$ cat src/rtl/uart_pkg.sv
// Shared UART definitions: FSM state encoding, default bit period and data width.
// The default bit period is also used by uart_tx, so both ends use the same timing.
`timescale 1ns/1ps
package uart_pkg;

    typedef enum logic [2:0] {
        ST_IDLE  = 3'd0,
        ST_START = 3'd1,
        ST_DATA  = 3'd2,
        ST_STOP  = 3'd3,
        ST_BREAK = 3'd4
    } uart_rx_state_e;

    // round(100 MHz / 9600)
    localparam int UART_CLKS_PER_BIT = 10417;
    localparam int UART_DATA_W       = 8;

endpackage

$ cat src/rtl/uart_rx_sync.sv
// Two-flop synchroniser for the RX pin, plus an optional 2-of-3 majority filter
// used at sample points when UART_RX_MAJORITY_EN is defined.
`timescale 1ns/1ps
module uart_rx_sync (
    input  logic clk,
    input  logic rst_n,
    input  logic rx,
    output logic rx_s,
    output logic rx_smp
);

    logic [1:0] sync_q;
    logic [1:0] sync_d;

    always_comb begin
        sync_d = {sync_q[0], rx};
    end

    always_ff @(posedge clk) begin
        if (!rst_n) begin
            sync_q <= 2'b11;
        end else begin
            sync_q <= sync_d;
        end
    end

    assign rx_s = sync_q[1];

`ifdef UART_RX_MAJORITY_EN
    // Two previous rx_s values; together with rx_s they form the 3-sample vote.
    logic [1:0] hist_q;
    logic [1:0] hist_d;

    always_comb begin
        hist_d = {hist_q[0], rx_s};
    end

    always_ff @(posedge clk) begin
        if (!rst_n) begin
            hist_q <= 2'b11;
        end else begin
            hist_q <= hist_d;
        end
    end

    assign rx_smp = (rx_s & hist_q[0]) | (rx_s & hist_q[1]) | (hist_q[0] & hist_q[1]);
`else
    assign rx_smp = rx_s;
`endif

endmodule

$ cat src/rtl/uart_rx.sv
// 8N1 UART receiver: start-bit validation, mid-bit sampling, framing-error detection.
// Optional glitch filter on sample points via the UART_RX_MAJORITY_EN macro.
`timescale 1ns/1ps
module uart_rx
    import uart_pkg::*;
#(
    parameter int CLKS_PER_BIT = UART_CLKS_PER_BIT
) (
    input  logic                   CLK,
    input  logic                   RST_N,
    input  logic                   RX,
    output logic [UART_DATA_W-1:0] DATA,
    output logic                   VALID,
    output logic                   FRAME_ERR,
    output logic                   BUSY
);

    localparam int TMR_W = $clog2(CLKS_PER_BIT);
    localparam logic [TMR_W-1:0] HALF_M1 = TMR_W'(CLKS_PER_BIT / 2 - 1);
    localparam logic [TMR_W-1:0] FULL_M1 = TMR_W'(CLKS_PER_BIT - 1);

    logic rx_s;
    logic rx_smp;

    uart_rx_sync u_sync (
        .clk    (CLK),
        .rst_n  (RST_N),
        .rx     (RX),
        .rx_s   (rx_s),
        .rx_smp (rx_smp)
    );

    uart_rx_state_e         state_q,     state_d;
    logic [TMR_W-1:0]       bit_tmr_q,   bit_tmr_d;
    logic [2:0]             bit_idx_q,   bit_idx_d;
    logic [UART_DATA_W-1:0] shreg_q,     shreg_d;
    logic [UART_DATA_W-1:0] data_q,      data_d;
    logic                   valid_q,     valid_d;
    logic                   frame_err_q, frame_err_d;
    logic                   busy_q,      busy_d;

    always_comb begin
        state_d     = state_q;
        bit_tmr_d   = bit_tmr_q + TMR_W'(1);
        bit_idx_d   = bit_idx_q;
        shreg_d     = shreg_q;
        data_d      = data_q;
        valid_d     = 1'b0;
        frame_err_d = 1'b0;

        case (state_q)
            ST_IDLE: begin
                bit_tmr_d = '0;
                bit_idx_d = '0;
                if (!rx_s) state_d = ST_START;
            end
            ST_START: begin
                if (bit_tmr_q == HALF_M1) begin
                    bit_tmr_d = '0;
                    state_d   = rx_smp ? ST_IDLE : ST_DATA;
                end
            end
            ST_DATA: begin
                if (bit_tmr_q == FULL_M1) begin
                    bit_tmr_d          = '0;
                    shreg_d[bit_idx_q] = rx_smp;
                    bit_idx_d          = bit_idx_q + 3'd1;
                    if (bit_idx_q == 3'd7) state_d = ST_STOP;
                end
            end
            ST_STOP: begin
                // Leaving at mid-stop-bit leaves half a bit to catch a back-to-back start edge.
                if (bit_tmr_q == FULL_M1) begin
                    bit_tmr_d = '0;
                    if (rx_smp) begin
                        data_d  = shreg_q;
                        valid_d = 1'b1;
                        state_d = ST_IDLE;
                    end else begin
                        frame_err_d = 1'b1;
                        state_d     = ST_BREAK;
                    end
                end
            end
            ST_BREAK: begin
                bit_tmr_d = '0;
                if (rx_s) state_d = ST_IDLE;
            end
            default: begin
                bit_tmr_d = '0;
                state_d   = ST_IDLE;
            end
        endcase

        busy_d = (state_d != ST_IDLE);
    end

    always_ff @(posedge CLK) begin
        if (!RST_N) begin
            state_q     <= ST_IDLE;
            bit_tmr_q   <= '0;
            bit_idx_q   <= '0;
            shreg_q     <= '0;
            data_q      <= '0;
            valid_q     <= 1'b0;
            frame_err_q <= 1'b0;
            busy_q      <= 1'b0;
        end else begin
            state_q     <= state_d;
            bit_tmr_q   <= bit_tmr_d;
            bit_idx_q   <= bit_idx_d;
            shreg_q     <= shreg_d;
            data_q      <= data_d;
            valid_q     <= valid_d;
            frame_err_q <= frame_err_d;
            busy_q      <= busy_d;
        end
    end

    assign DATA      = data_q;
    assign VALID     = valid_q;
    assign FRAME_ERR = frame_err_q;
    assign BUSY      = busy_q;

endmodule

$ cat config.mk
export PLATFORM = sky130hd
export DESIGN_NAME = uart_rx
export DESIGN_NICKNAME = d
export VERILOG_FILES = /design/src/rtl/uart_pkg.sv /design/src/rtl/uart_rx_sync.sv /design/src/rtl/uart_rx.sv
export SDC_FILE = /design/constraint.sdc
export NUM_CORES = 1
export LEC_CHECK = 0
export BUFFER_PORTS_ARGS = -buffer_cell sky130_fd_sc_hd__buf_2
export CAP_MARGIN = 20
export CORE_ASPECT_RATIO = 2
export CORE_MARGIN = 5
export CORE_UTILIZATION = 61
export CTS_BUF_LIST = sky130_fd_sc_hd__clkbuf_4 sky130_fd_sc_hd__clkbuf_8
export CTS_CLUSTER_SIZE = 20
export DETAILED_ROUTE_END_ITERATION = 7
export PLACE_DENSITY_LB_ADDON = 0.08
export RECOVER_POWER = 100
export SYNTH_ARGS = -nofsm -noshare
export SYNTH_HDL_FRONTEND = slang
export SYNTH_SLANG_ARGS = --single-unit
export TNS_END_PERCENT = 50
$ cat constraint.sdc
create_clock -name CLK -period 2.1 [get_ports CLK]
set_input_delay 0.105 -clock CLK [delete_from_list [all_inputs] [get_ports CLK]]
set_output_delay 0.105 -clock CLK [all_outputs]
set_load 0.005 [all_outputs]
==> qor.log <==
[status] result of the run finished, final reports clean
[floorplanning] Die X 49.0 um
[clocking] H-tree levels 2
[place] Port-buffer cells 13
[power_and_ir_drop] combinational group share of total power 0.052
[clocking] TritonCTS Buffers 5
[clocking] clock latency on the worst-skew pair 290 ps
[clocking] clock tree from TritonCTS yes
[critical_path] setup slack, reg-to-reg 270 ps
[synthesis] count of mapped cells out of synthesis 200
[synthesis] Yosys warning count 0
[global_routing] first-pass GRT wire length 6070 um
[power_and_ir_drop] P per Cell Area 692 nW/um^2
[route] vias per inst 5.84
[place] Routability Congestion 0.882
[critical_path] max incr delay on CP 380 ps
[synthesis] Synth Register Bits 41
[critical_path] critical path cell sequence nor4b_4 > nand4_1 > nor3_1 > clkbuf_2 > mux2i_1
[timing] Setup WS post-layout 268 ps
[timing] Worst slew margin 0.609
[critical_path] R2R Path Start bit_tmr_q[3]
[critical_path] Worst EP required 2320 ps
[critical_path] capture point of the worst reg-to-reg path DATA[7]
[power_and_ir_drop] cell-internal power 1060 uW
[power_and_ir_drop] standby leakage power 0.000770 uW
[timing] share of the cycle needed by the critical path after routing 0.872
[floorplanning] initial standard-cell utilization of the core 0.631
[synthesis] most used standard cells in the synthesized netlist sky130_fd_sc_hd__dfxtp_1, sky130_fd_sc_hd__nand2_1, sky130_fd_sc_hd__nor2_1
[floorplanning] DIE AREA 4320 um^2
[critical_path] standard cell with the maximum stage delay on the critical path sky130_fd_sc_hd__dfxtp_1
[power_and_ir_drop] switching share of total power 0.231
[place] worst-case setup slack after placement 343 ps
[hold_path] Hold Path Cell Cnt 2
[timing] Fin. Hold Viols 0
[route] total via count in the routed design 1425
[timing] max-slew violation count 0
[route] antenna viol nets, final 0
[synthesis] summed instance area of the synthesized netlist 1860 um^2
[floorplanning] area inside the core boundary 2940 um^2
[critical_path] crit path DAT 2050 ps
[global_routing] via count of the first global-routing pass 1410
[route] post-detailed-route DRC marker count 0
[finish] net count of the finished layout 220
[floorplanning] I/O Pins 14
[clocking] clock-pin transition on the worst setup and hold timing paths 70 ps
[critical_path] nature of the critical path endpoint flop
[timing] unrepaired setup endpoints after global routing no
[global_routing] pin count of the biggest net entering global routing 30
[route] DRC marker count from the first detailed-route iteration 40
[critical_path] number of cell instances on the worst register-to-register path 5
[synthesis] number of flops mapped to enable cells by yosys 0
[timing] final count of negative-setup-slack endpoints 0
[synthesis] Cell variety after synth 44
[route] number of search-and-repair iterations in the first detailed-routing pass 4
[floorplanning] Die Height 88.1 um
[hold_path] Worst Hold Path EP u_sync.sync_q[1]
[clocking] root buffer cell sky130_fd_sc_hd__clkbuf_8
[synthesis] top-area cell type share of the netlist area 0.442
[timing] maximum clock rate 0.546 GHz
[finish] share of layout cells above drive strength 1 0.103
[timing] minimum clock period after layout 1830 ps
[synthesis] cell with the most instances after synthesis sky130_fd_sc_hd__dfxtp_1
[timing] worst clock skew on the final layout 8.21 ps
[finish] layout overhead on the synthesized area 7.00%
[hold_path] path category of the worst min-delay check in -> reg
[synthesis] dominant register cell in the synthesized netlist sky130_fd_sc_hd__dfxtp_1
[place] sum of net half-perimeters after detailed placement 2700 um
[clocking] CTS Buffer Depth 2
[critical_path] critical path type reg -> reg
[global_routing] Overflow after GRT 0
[synthesis] post-synth net total 207
[synthesis] share of the yosys chip area belonging to registers 0.442
[synthesis] synthesized area per cell 9.29 um^2
[global_routing] overall routing resource usage 0.182
[route] final wirelength 3650 um
[critical_path] category of the worst setup path launch point flop
[power_and_ir_drop] Max IR drop VDD 0.525 mV
[synthesis] cell types occupying the most area after synthesis sky130_fd_sc_hd__dfxtp_1, sky130_fd_sc_hd__mux2i_1, sky130_fd_sc_hd__nand2_1
[timing] Least-Margin Pin Slew 586 ps
[synthesis] biggest area consumer among synthesized cells sky130_fd_sc_hd__dfxtp_1
[power_and_ir_drop] switching component of the power 318 uW
[power_and_ir_drop] sequential cell fraction of total power 0.584
[finish] diodes inserted 0
[floorplanning] Rows 28
[hold_path] startpoint of the worst hold path RST_N
[clocking] Sink Count 41
[power_and_ir_drop] Clock power frac 0.364
[global_routing] number of antenna violations at the first check in global routing 0
[critical_path] largest fanout on the critical path 9
[timing] final total negative setup slack 0 ps
[route] WL/cell 14.9 um
[synthesis] share of synthesized registers carrying an async set or reset 0
[job] reported max-cap violation count 0
==> logic make-up after synthesis <==
| kind of cell | after synthesis | synth area share |
|---|---|---|
| AOI/OAI and AO/OA | 13 | 0.0519 |
| buffers and inverters | 14 | 0.0404 |
| adders and majority gates | 4 | 0.0269 |
| and+or+nand+nor | 100 | 0.296 |
| muxes | 16 | 0.0862 |
| xor gates and xnor gates | 12 | 0.0566 |
| DFF | 41 | 0.442 |
==> worst max path at each step <==
stage	start	to	slack (ps)
5_1_grt	bit_tmr_q[0]	DATA[1]	140
3_5_place_dp	bit_tmr_q[3]	bit_tmr_q[2]	340
2_1_floorplan	bit_tmr_q[3]	DATA[0]	630
6_report	bit_tmr_q[3]	DATA[7]	270
4_1_cts	bit_tmr_q[0]	bit_tmr_q[2]	340
3_3_place_gp	bit_tmr_q[0]	bit_tmr_q[10]	420
==> flip-flops by register name, summed over array words and instances (netlist names) <==
name           count
shreg_q            8
u_sync.sync_q      2
DATA               8
bit_tmr_q         14
state_q            3
VALID              1
FRAME_ERR          1
BUSY               1
bit_idx_q          3
==> metrics by stage <==
step	cells	instance area (um^2)	utilization	hold slack [ps]	total power [uW]
final	244	1990	0.676	228	1380
after global routing	244	1990	0.676	262	1440
after CTS	244	2010	0.684	227	1390
after detailed placement	235	1920	0.651	291	893
after global placement	235	1920	0.651	286	891
after floorplan	200	1860	-	206	878
==> final cells by class <==
class	count	area, um^2
fillers	263	955
multi-input cells	145	948
flip-flops and latches	41	821
repair buffers	16	80.1
clock buffers	6	76.3
well taps	30	37.5
inverters	4	15.0
clock inverters	2	10.0
==> layer usage <==
layer / track usage / wire (um)
met1: 0.163 / 1280
met2: 0.354 / 2130
met3: 0.0426 / 101
met4: 0.108 / 135
met5: 0 / 0
==> critical path: cells and delay by family (launching register included) <==
family                 cells  cell delay [ps]
flip-flops                 1              380
buffers and inverters      1              320
multiplexers               1              220
AND/OR/NAND/NOR            3              840
==> power groups by stage <==
stage	Clock, uW	Sequential (uW)	Combinational, uW
2_1_floorplan	0	813	65.3
3_3_place_gp	0	821	69.8
3_5_place_dp	0	822	71.2
4_1_cts	514	804	73.0
5_1_grt	553	806	81.2
6_report	500	804	71.6
==> cells in the final DEF, fill, tap and decap left out, types with 4 or more instances in the layout <==
cell type                  instances
sky130_fd_sc_hd__buf_2             7
sky130_fd_sc_hd__clkbuf_1          6
sky130_fd_sc_hd__clkbuf_8          5
sky130_fd_sc_hd__dfxtp_1          41
sky130_fd_sc_hd__ha_1              4
sky130_fd_sc_hd__inv_1             4
sky130_fd_sc_hd__mux2i_1          16
sky130_fd_sc_hd__nand2_1          28
sky130_fd_sc_hd__nand2b_1          5
sky130_fd_sc_hd__nand3_1           4
sky130_fd_sc_hd__nand4_1           9
sky130_fd_sc_hd__nor2_1           22
sky130_fd_sc_hd__nor3_1            7
sky130_fd_sc_hd__xnor2_1           8
sky130_fd_sc_hd__xor2_1            4
==> timing repair <==
action	4_1_cts	5_1_grt
gates resized for setup	0	0
hold buffers	1	0
endpoints found under the hold margin	1	0
setup buffers	0	0
Power figures use the tool's default switching activity.
